File: config.mk
export PLATFORM = sky130hd
export DESIGN_NAME = i2c_slave_regfile
export DESIGN_NICKNAME = d
export VERILOG_FILES = /design/src/rtl/i2c_slave_regfile.sv
export SDC_FILE = /design/constraint.sdc
export NUM_CORES = 1
export LEC_CHECK = 0
export BUFFER_PORTS_ARGS = -buffer_cell sky130_fd_sc_hd__clkbuf_2
export CAP_MARGIN = 20
export CORE_UTILIZATION = 40
export CTS_CLUSTER_DIAMETER = 100
export CTS_CLUSTER_SIZE = 24
export DETAILED_ROUTE_END_ITERATION = 12
export PLACE_DENSITY = 0.56
export SLEW_MARGIN = 40
export SYNTH_ARGS = -nofsm -noshare
export SYNTH_HDL_FRONTEND = slang
export SYNTH_SLANG_ARGS = --single-unit
File: constraint.sdc
create_clock -name clk -period 5.02 [get_ports clk]
set_clock_uncertainty 0.05 [all_clocks]
set_input_delay 0.251 -clock clk [delete_from_list [all_inputs] [get_ports clk]]
set_output_delay 0.251 -clock clk [all_outputs]
set_load 0.1 [all_outputs]
File: src/rtl/i2c_slave_regfile.sv
// i2c_slave_regfile
//   I2C slave endpoint with an internal byte register file. Everything runs
//   in the system clock domain: SCL/SDA are synchronised and edge-detected,
//   and START/STOP are recognised as events. Supported transfers are pointer
//   writes, auto-incrementing data writes, and auto-incrementing reads, with
//   repeated START. Clock stretching is not supported.
//
// Ports
//   clk, rst        system clock, synchronous active-high reset
//   scl_in, sda_in  bus pins (raw, asynchronous)
//   sda_oe          1 = pull SDA low (open-drain; pad lives outside)
//   host_addr       side-port read index; host_rdata = reg[host_addr] (comb)
//   wr_stb          one-clk pulse per bus-written byte, with wr_addr/wr_data
//   busy            addressed transaction in progress
//   stop_det        one-clk pulse on any bus STOP
module i2c_slave_regfile #(
  parameter logic [6:0] SLAVE_ADDR  = 7'h33,
  parameter int         NUM_REGS    = 16,
  parameter int         SYNC_STAGES = 2,
  localparam int        PTR_W       = (NUM_REGS <= 2) ? 1 : $clog2(NUM_REGS)
) (
  input  logic             clk,
  input  logic             rst,
  input  logic             scl_in,
  input  logic             sda_in,
  output logic             sda_oe,
  input  logic [PTR_W-1:0] host_addr,
  output logic [7:0]       host_rdata,
  output logic             wr_stb,
  output logic [PTR_W-1:0] wr_addr,
  output logic [7:0]       wr_data,
  output logic             busy,
  output logic             stop_det
);

  typedef enum logic [3:0] {
    S_IDLE, S_ADDR, S_ADDR_ACK, S_PTR, S_PTR_ACK,
    S_WDATA, S_WDATA_ACK, S_RDATA, S_RACK, S_WAIT
  } state_t;

  // Synchronisers reset to 1 (idle bus) so a reset never fabricates a START.
  logic [SYNC_STAGES-1:0] scl_sync, sda_sync;
  logic                   scl_d, sda_d;
  logic                   scl, sda;

  always_ff @(posedge clk) begin
    if (rst) begin
      scl_sync <= '1;
      sda_sync <= '1;
      scl_d    <= 1'b1;
      sda_d    <= 1'b1;
    end else begin
      scl_sync <= {scl_sync[SYNC_STAGES-2:0], scl_in};
      sda_sync <= {sda_sync[SYNC_STAGES-2:0], sda_in};
      scl_d    <= scl;
      sda_d    <= sda;
    end
  end

  assign scl = scl_sync[SYNC_STAGES-1];
  assign sda = sda_sync[SYNC_STAGES-1];

  logic scl_rise, scl_fall, start_ev, stop_ev;
  assign scl_rise = scl & ~scl_d;
  assign scl_fall = ~scl & scl_d;
  assign start_ev = scl & scl_d & sda_d & ~sda;
  assign stop_ev  = scl & scl_d & ~sda_d & sda;

  // Control / datapath state
  state_t           state, state_n;
  logic [2:0]       bit_cnt, bit_n;
  logic [1:0]       ph, ph_n;     // sub-phase inside ACK states
  logic [7:0]       shreg, sh_n;
  logic [PTR_W-1:0] ptr, ptr_n;
  logic             oe_n, busy_n, stb_n, stop_n;
  logic [PTR_W-1:0] waddr_n;
  logic [7:0]       wdata_n;
  logic [7:0]       regs [NUM_REGS];

  logic [7:0]       byte_in, rd_byte;
  logic [PTR_W-1:0] ptr_inc;
  logic             load_rd;

  assign byte_in = {shreg[6:0], sda};
  assign rd_byte = regs[ptr];
  assign ptr_inc = (ptr == PTR_W'(NUM_REGS - 1)) ? '0 : ptr + PTR_W'(1);

  assign host_rdata = ({1'b0, host_addr} < (PTR_W+1)'(NUM_REGS)) ? regs[host_addr] : 8'h00;

  always_comb begin
    state_n = state;
    bit_n   = bit_cnt;
    ph_n    = ph;
    sh_n    = shreg;
    ptr_n   = ptr;
    oe_n    = sda_oe;
    busy_n  = busy;
    stb_n   = 1'b0;
    waddr_n = wr_addr;
    wdata_n = wr_data;
    stop_n  = 1'b0;
    load_rd = 1'b0;

    if (stop_ev) begin
      state_n = S_IDLE;
      oe_n    = 1'b0;
      busy_n  = 1'b0;
      stop_n  = 1'b1;
      ph_n    = '0;
    end else if (start_ev) begin
      state_n = S_ADDR;
      bit_n   = '0;
      oe_n    = 1'b0;
      ph_n    = '0;
    end else begin
      case (state)
        S_ADDR: if (scl_rise) begin
          sh_n  = byte_in;
          bit_n = bit_cnt + 3'd1;
          if (bit_cnt == 3'd7) begin
            if (byte_in[7:1] == SLAVE_ADDR) begin
              state_n = S_ADDR_ACK;
              busy_n  = 1'b1;
            end else begin
              state_n = S_WAIT;
              busy_n  = 1'b0;
            end
          end
        end

        // Fall ending bit 8 pulls SDA low, fall ending bit 9 releases it.
        S_ADDR_ACK, S_PTR_ACK, S_WDATA_ACK: if (scl_fall) begin
          if (ph == 2'd0) begin
            oe_n = 1'b1;
            ph_n = 2'd1;
          end else begin
            oe_n  = 1'b0;
            ph_n  = 2'd0;
            bit_n = '0;
            if (state == S_ADDR_ACK && shreg[0]) load_rd = 1'b1;
            else if (state == S_ADDR_ACK)        state_n = S_PTR;
            else                                 state_n = S_WDATA;
          end
        end

        S_PTR: if (scl_rise) begin
          sh_n  = byte_in;
          bit_n = bit_cnt + 3'd1;
          if (bit_cnt == 3'd7) begin
            if ({1'b0, byte_in} < 9'(NUM_REGS)) begin
              ptr_n   = byte_in[PTR_W-1:0];
              state_n = S_PTR_ACK;
            end else begin
              state_n = S_WAIT;
            end
          end
        end

        S_WDATA: if (scl_rise) begin
          sh_n  = byte_in;
          bit_n = bit_cnt + 3'd1;
          if (bit_cnt == 3'd7) begin
            stb_n   = 1'b1;
            waddr_n = ptr;
            wdata_n = byte_in;
            ptr_n   = ptr_inc;
            state_n = S_WDATA_ACK;
          end
        end

        // MSB is already on the bus at entry; each later fall shifts out the next bit.
        S_RDATA: begin
          if (scl_rise) begin
            bit_n = bit_cnt + 3'd1;
            if (bit_cnt == 3'd7) begin
              ptr_n   = ptr_inc;
              state_n = S_RACK;
              ph_n    = 2'd0;
            end
          end else if (scl_fall && bit_cnt != 3'd0) begin
            sh_n = {shreg[6:0], 1'b0};
            oe_n = ~shreg[6];
          end
        end

        // ph 0: release on fall ending bit 8; ph 1: sample master bit;
        // ph 2: master ACKed, present next byte on the fall ending bit 9.
        S_RACK: begin
          if (ph == 2'd0 && scl_fall) begin
            oe_n = 1'b0;
            ph_n = 2'd1;
          end else if (ph == 2'd1 && scl_rise) begin
            if (sda) begin
              state_n = S_WAIT;
              ph_n    = 2'd0;
            end else begin
              ph_n = 2'd2;
            end
          end else if (ph == 2'd2 && scl_fall) begin
            load_rd = 1'b1;
          end
        end

        default: ;  // S_IDLE, S_WAIT: only START/STOP matter
      endcase
    end

    if (load_rd) begin
      state_n = S_RDATA;
      sh_n    = rd_byte;
      oe_n    = ~rd_byte[7];
      bit_n   = '0;
      ph_n    = '0;
    end
  end

  always_ff @(posedge clk) begin
    if (rst) begin
      state    <= S_IDLE;
      bit_cnt  <= '0;
      ph       <= '0;
      shreg    <= '0;
      ptr      <= '0;
      sda_oe   <= 1'b0;
      busy     <= 1'b0;
      wr_stb   <= 1'b0;
      wr_addr  <= '0;
      wr_data  <= '0;
      stop_det <= 1'b0;
      for (int i = 0; i < NUM_REGS; i++) regs[i] <= 8'h00;
    end else begin
      state    <= state_n;
      bit_cnt  <= bit_n;
      ph       <= ph_n;
      shreg    <= sh_n;
      ptr      <= ptr_n;
      sda_oe   <= oe_n;
      busy     <= busy_n;
      wr_stb   <= stb_n;
      wr_addr  <= waddr_n;
      wr_data  <= wdata_n;
      stop_det <= stop_n;
      if (stb_n) regs[ptr] <= wdata_n;
    end
  end

endmodule

# == Word-level counts from Yosys, hierarchy flattened ==
# Memory sizes are Yosys's and may differ from the RTL's. A register that Yosys moved wholly into a read port is not among the register bits.
# Cells that the tools add are included.
# word_totals
reg_bits,42
latchBits,0
ram_bits,128
rom_bits,0
word_cells,210
n_memories,1
# classes
add_sub_neg,2
n_mul,0
div,0
order_cmp,1
n_eq_ne,56
shifts,0
mux,88
bitwise_logic,15
n_reduce_logical,31
# memory_table
name,depth,word_bits,rd,rd_clocked_by_memory_dff,write_ports,line_no,source
regs,16,8,2,1,16,78,logic [7:0] regs [NUM_REGS];
# op_table
cell,n
4-bit two-way mux,25
"5-bit != test, second input constant",17
8-bit two-way mux,6
7-bit two-way mux,6
1-bit two-way mux,30
"2-bit != test, second input constant",15
15-bit AND reduction,2
3-bit two-way mux,8
4-bit case mux with 6 select lines,1
5-bit AND reduction,4
"4-bit by 3-bit == test with 1-bit output, second input constant",4
"3-bit != test, second input constant",5
7-bit case mux with 2 select lines,1
2-bit two-way mux,6
3-bit nonzero test,4
6-bit nonzero test,2
9-bit nonzero test,1
"4-bit by 2-bit == test with 1-bit output, second input constant",2
"4-bit == test, second input constant",2
"8-bit by 5-bit < comparator with 1-bit output, second input constant",1
"2-bit by 1-bit != test with 1-bit output, second input constant",4
1-bit inverter,8
4-bit case mux with 2 select lines,1
8-bit AND reduction,1
other kinds (22),37

# == Depth between registers and ports, before layout ==
# Gate-level depths: netlist (run 1).
# logic_depth
ltp_word,11
mapped_depth,10
depth_no_buf,8

# == Worst setup path after synthesis (run 1) ==
# No wires, ideal clock.
# synth_timing
path_kind,register to register
from,reg bit_cnt[0]
to,"mem regs[4][0], enable pin"
setup_ns,0.334
t_arrival_ns,2.122
path_slack_ns,2.513
path_stages_with_launch,10
n_path_buf,1
synth_period_minus_slack_ns,2.507
path_cell_list,dfxtp_1 -> ha_1 -> ha_1 -> inv_1 -> or2_4 -> or3_1 -> buf_6 -> nor3b_4 -> nand2_2 -> nand2b_1
# synth_lines
element,line_no,source
"start, declared",71,"logic [2:0] bit_cnt, bit_n;"
"start signal, assigned",233,bit_cnt <= bit_n;
"end, declared",78,

==> run metrics, run 1 <==
Final Util=0.455; critical path arrival=3.34 ns; Via density=5.96; Max-Cap Viols=0; root buffer cell=clkbuf_16; core region area=22100 um2; initial antenna violation count=1; initial core utilization=0.413; P per Cell Area=346 nW/um2; number of remaining DRC errors=0; sw frac=0.267; WL/cell=24.8 um; Vias=5916; setup total negative slack=0 ns; Syn-to-layout area delta=10.2%; Post-Syn Area=9120 um2; share of layout cells above drive strength 1=0.289; run status=finished clean; Die ar.=23400 um2; sequential cell area fraction in the yosys report=0.522; Post-Syn Nets=704; CTS buffer count=17; # Post-CTS Setup Buffers=0; Die H=153 um; Syn Inst Count=689; CTS tree=done; post-placement cell count=956; global-route wire length before repair=37700 um; H-tree levels=4; Final Power=3480 uW; fin cells=992; Max-slew headroom=0.439; Clock power frac=0.400; Slowest-stage cell, CP=or3_1; Hold Path Depth=1; CP Class=reg -> reg; fmax=0.304 GHz; P_sw=927 uW; Slew Limit Fails=0; io pins=32; final hold viol count=0; clock latency on the worst-skew pair=0.44 ns; largest net degree at the start of global routing=37; crit-path max cell delay=0.63 ns; antenna cells=0; Top FF cell, synth=edfxtp_1; largest fanout on the critical path=16; hpwl dp=17400 um; First-pass DRT Iterations=5; Leakage=0.00312 uW; hold crit path type=reg -> reg; routability congestion estimate=0.886; Global Route Usage Sum=0.221; most frequent cells in the layout=nor2_1, edfxtp_1, mux4_2; initial detailed-routing violation count=572; minimum clock period=3.29 ns; dpl cell area=9390 um2; Site Rows=54; worst-path cell chain=and2b_4 -> nand2_2 -> or3_1 -> buf_4 -> nor3b_4 -> nand2_2 -> nand2b_1; synth warn=0; clk slew on worst S/H paths=0.07 ns; Logic pwr share=0.120; Tightest Pin Transition=0.824 ns; Max Buffers Root-to-Sink=2; gr ovfl total=0; Seq pwr share=0.480; Pint=2550 uW; vias in the first global route=5929; most common cell after layout, fill and taps aside=nor2_1; TritonCTS Sinks=174; final cycle utilization of the critical path=0.655; EDFF count, synth=128; Nets=714; Synth async-reset ratio=0; crit-path most repeated cell=nand2_2; Yosys reg bits=174; Routed Antenna Nets=0; Syn Area/Cell=13.2 um2; R2R depth=7; Worst Setup Start Kind=flop; Setup-failing EPs final=0; WL final=24600 um; post-route cell area=10100 um2; CP required=5.07 ns; count of input and output buffers=31; RSZ-0062 raised after global routing=false; CP endpoint kind=flop; Die Width=153 um; Yosys cell types=72; Max rail drop VDD=0.000197 V
[power groups by stage]
stage / combinational [uW] / sequential (uW) / clock (uW)
floorplan: 334 / 1680 / 0
global placement: 413 / 1690 / 0
detailed placement: 416 / 1700 / 0
CTS: 418 / 1670 / 1390
global route: 445 / 1680 / 1460
finish: 418 / 1670 / 1390
[layout make-up]
cell class / count / area, um2
multi-input cells: 453 / 4030
fillers: 1984 / 12000
well taps: 280 / 350
flip-flops and latches: 174 / 4770
clock buffers: 17 / 425
clock inverters: 15 / 188
repair buffers: 40 / 244
inverters: 13 / 48.8
[registers in the layout, summed over array words and instances, names as in the netlist, named ones only]
name	flops
state	4
sda_d	1
busy	1
bit_cnt	3
scl_sync	2
ph	2
wr_stb	1
wr_data	8
shreg	7
scl_d	1
ptr	4
wr_addr	4
sda_oe	1
regs	128
stop_det	1
sda_sync	2
[stage by stage]
step / hold slack, ns / setup slack [ns]
2_1_floorplan: 0.305 / 2.51
3_3_place_gp: 0.351 / 1.80
3_5_place_dp: 0.347 / 1.78
4_1_cts: 0.370 / 1.74
5_1_grt: 0.376 / 1.54
6_report: 0.371 / 1.73
[worst paths after layout]
kind                     startpoint                        end  slack [ns]
max           state[0]$_SDFFE_PP0P_  regs[10][4]$_SDFFCE_PN0P_        1.73
min          scl_sync[0]$_SDFF_PP1_     scl_sync[1]$_SDFF_PP1_        0.37
max reg2reg   state[0]$_SDFFE_PP0P_  regs[10][4]$_SDFFCE_PN0P_        1.73
min reg2reg  scl_sync[0]$_SDFF_PP1_     scl_sync[1]$_SDFF_PP1_        0.37
[layer usage]
| layer | part of all wire | GRT usage | up-vias |
|---|---|---|---|
| li1 | - | - | 2609 |
| met1 | 0.43 | 0.295 | 3050 |
| met2 | 0.49 | 0.362 | 215 |
| met3 | 0.055 | 0.0394 | 40 |
| met4 | 0.028 | 0.0851 | 2 |
| met5 | 0.00053 | 0 | - |
[synthesized netlist by cell type, drive strengths merged (5+ instances only)]
cell type,number,area [um2]
dfxtp,46,921
nor2b,7,43.8
o221a,5,56.3
a21oi,24,120
edfxtp,128,3840
mux2i,12,220
mux4,80,1800
clkbuf,22,92.6
nand2,39,181
nand2b,28,190
nor3,9,56.3
ha,7,87.6
nand3,8,40.0
nor2,160,613
inv,13,48.8
buf,27,195
or2,7,46.3
o21ai,10,50.0
[critical path, delay by kind of cell, from the launching register on]
kind,cells,cell delay (ns)
and+or+nand+nor,6,1.93
DFF,1,0.61
buffers and inverters,1,0.34
[logic make-up (layout without fill, tap and decap cells)]
kind of cell	after synthesis	after routing	share of synthesized area
xor gates and xnor gates	2	2	0.00192
AOI/OAI and AO/OA	66	66	0.0506
and+or+nand+nor	285	285	0.156
muxes	93	93	0.223
adders and majority gates	7	7	0.00960
DFF	174	174	0.522
buffers and inverters	62	85	0.0369
[timing repair]
| item | CTS | global route |
|---|---|---|
| resized for setup | 0 | 0 |
| hold buffers | 2 | 0 |
| endpoints found under the hold margin | 2 | 0 |
(Power assumes the default switching activity.)
==> run 2: changes to the inputs <==
clock period = 3.4 ns   (was 5.02 ns; I/O delays follow)
==> run 2 against run 1 <==
Against the previous run: design area rose by 1.2%; critical endpoint is now regs[5][3]$_SDFFCE_PN0P_; non-clock buffer count rose by 22; sequential share of layout area fell by 0.61 points; sequential cell count did not move; register-to-register slack got worse by 1.4 ns; first-iteration DRC count rose by 0.52%; critical path type unchanged; largest cell class unchanged.
==> run metrics, run 2 (same netlist as run 1, synthesis figures left out) <==
run status=finished clean (unchanged); CTS tree=done (unchanged); most frequent cells in the layout=nor2_1, edfxtp_1, mux4_2 (unchanged); Final Util=0.461 (was 0.455); worst flop-to-flop path endpoint=regs[5][3]$_SDFFCE_PN0P_ (was regs[10][4]$_SDFFCE_PN0P_); TritonCTS Sinks=174 (unchanged); io pins=32 (unchanged); Site Rows=54 (unchanged); CTS buffer count=17 (unchanged); initial core utilization=0.413 (unchanged); reg2reg setup slack=0.35 ns (was 1.73 ns); hpwl dp=18000 um (was 17400 um); Routed Antenna Nets=0 (unchanged); Setup-failing EPs final=0 (unchanged); Leakage=0.00322 uW (was 0.00312 uW); Seq pwr share=0.488 (was 0.480); # Post-CTS Setup Buffers=0 (unchanged); WL final=25100 um (was 24600 um); final hold viol count=0 (unchanged); Syn-to-layout area delta=11.5% (was 10.2%); fmax=0.328 GHz (was 0.304 GHz); CP endpoint kind=flop (unchanged); Max-Cap Viols=0 (unchanged); crit-path most repeated cell=nand2_2 (unchanged); global-route wire length before repair=38400 um (was 37700 um); Max Buffers Root-to-Sink=2 (unchanged); CP Capture Point=regs[5][3]$_SDFFCE_PN0P_ (was regs[10][4]$_SDFFCE_PN0P_); hold crit path type=in -> reg (was reg -> reg); PnR worst setup slack=0.354 ns (was 1.73 ns); Via density=5.92 (was 5.96); Worst Setup Start Kind=flop (unchanged); Max-slew headroom=0.480 (was 0.439); dpl ws=0.421 ns (was 1.78 ns); share of layout cells above drive strength 1=0.308 (was 0.289); CP Class=reg -> reg (unchanged); Logic pwr share=0.123 (was 0.120); sw frac=0.271 (was 0.267); routability congestion estimate=0.894 (was 0.886); post_cts resized=0 (unchanged); max FFs per register=128 (unchanged); Die Width=153 um (unchanged); H-tree levels=4 (unchanged); critical path arrival=3.07 ns (was 3.34 ns); Die H=153 um (unchanged); clk slew on worst S/H paths=0.07 ns (about the same); gr ovfl total=0 (unchanged); Clock power frac=0.389 (was 0.400); vias in the first global route=6020 (was 5929); setup total negative slack=0 ns (unchanged); most common cell after layout, fill and taps aside=nor2_1 (unchanged); Slew Limit Fails=0 (unchanged); Max rail drop VDD=0.000290 V (was 0.000197 V); Pint=3700 uW (was 2550 uW); RSZ-0062 raised after global routing=false (unchanged); core region area=22100 um2 (unchanged); Vias=5998 (was 5916); Die ar.=23400 um2 (unchanged); Tightest Pin Transition=0.774 ns (was 0.824 ns); WL/cell=24.7 um (was 24.8 um); cell depth of the worst setup path=6 (was 7); Setup crit start=state[0]$_SDFFE_PP0P_ (unchanged); Global Route Usage Sum=0.225 (was 0.221); critical path's top delay family=simple AND/OR/NAND/NOR gates (unchanged); final cycle utilization of the critical path=0.896 (was 0.655); R2R depth=6 (was 7); First-pass DRT Iterations=5 (unchanged); largest fanout on the critical path=16 (unchanged); crit-path max cell delay=0.64 ns (was 0.63 ns); root buffer cell=clkbuf_16 (unchanged); P_sw=1370 uW (was 927 uW); P per Cell Area=498 nW/um2 (was 346 nW/um2); minimum clock period=3.05 ns (was 3.29 ns); initial antenna violation count=1 (unchanged); Slowest-stage cell, CP=dfxtp_1 (was or3_1); CP required=3.43 ns (was 5.07 ns); initial detailed-routing violation count=575 (was 572); antenna cells=0 (unchanged); worst-path cell chain=and2b_4 -> nand2_2 -> or3_1 -> nor3b_4 -> nand2_2 -> nand2b_1 (was and2b_4 -> nand2_2 -> or3_1 -> buf_4 -> nor3b_4 -> nand2_2 -> nand2b_1); largest net degree at the start of global routing=34 (was 37); worst path bufs/invs=0 (was 1); r2r startpoint=state[0]$_SDFFE_PP0P_ (unchanged); Nets=736 (was 714); Largest Register=regs (unchanged); clock latency on the worst-skew pair=0.43 ns (was 0.44 ns); count of input and output buffers=31 (unchanged); Largest regs=regs: 128 flops, wr_data: 8 flops, shreg: 7 flops (unchanged); Final Power=5070 uW (was 3480 uW); number of remaining DRC errors=0 (unchanged)
-- run 2: cell count changes in the layout (fill, tap and decap cells not counted), moves of 2 or more --
cell / delta
clkinv_4: -3
buf_4: +23
inv_6: +3
clkinvlp_4: -2
clkbuf_2: +2
clkinv_2: +2
clkbuf_4: -2
-- run 2: worst min path at each step --
| stage | start | endpoint | slack, ns | depth (start not counted) |
|---|---|---|---|---|
| 3_5_place_dp | sda_in | sda_sync[0]$_SDFF_PP1_ | 0.31 | 2 |
| 4_1_cts | rst | wr_data[5]$_SDFF_PP0_ | 0.33 | 2 |
| 2_1_floorplan | scl_in | scl_sync[0]$_SDFF_PP1_ | 0.22 | 1 |
| 5_1_grt | rst | wr_data[0]$_SDFF_PP0_ | 0.34 | 2 |
| 6_report | rst | wr_data[7]$_SDFF_PP0_ | 0.30 | 2 |
| 3_3_place_gp | scl_in | scl_sync[0]$_SDFF_PP1_ | 0.31 | 2 |
-- run 2: through the flow --
step,cell area (um2),cells,hold slack [ns]
floorplan,9120,689,0.224
global placement,9570,980,0.307
detailed placement,9570,980,0.315
CTS,10200,1014,0.327
global route,10200,1014,0.337
finish,10200,1014,0.296
-- run 2: layer usage --
layer  track usage  routed length [um]
met1         0.296               10400
met2         0.357               11900
met3        0.0573                1940
met4        0.0919                 829
met5             0                   0
-- run 2: repair_timing --
item                                    4_1_cts  5_1_grt
endpoints found under the setup margin        0        0
endpoints found under the hold margin         2        0
hold buffers                                  2        0
-- run 2: final cells by class --
| class | count | area, um2 |
|---|---|---|
| clock buffer | 17 | 425 |
| clock inverter | 15 | 158 |
| fill | 1938 | 11900 |
| inverter | 13 | 48.8 |
| multi-input combinational | 453 | 4020 |
| sequential | 174 | 4770 |
| tap | 280 | 350 |
| timing repair buffer | 62 | 405 |
-- run 2: power groups by stage --
stage | combinational, uW | clock [uW] | sequential [uW]
after CTS | 621 | 2000 | 2470
after floorplan | 493 | 0 | 2470
after global placement | 609 | 0 | 2500
after detailed placement | 618 | 0 | 2510
final | 625 | 1970 | 2470
after global routing | 662 | 2080 | 2480
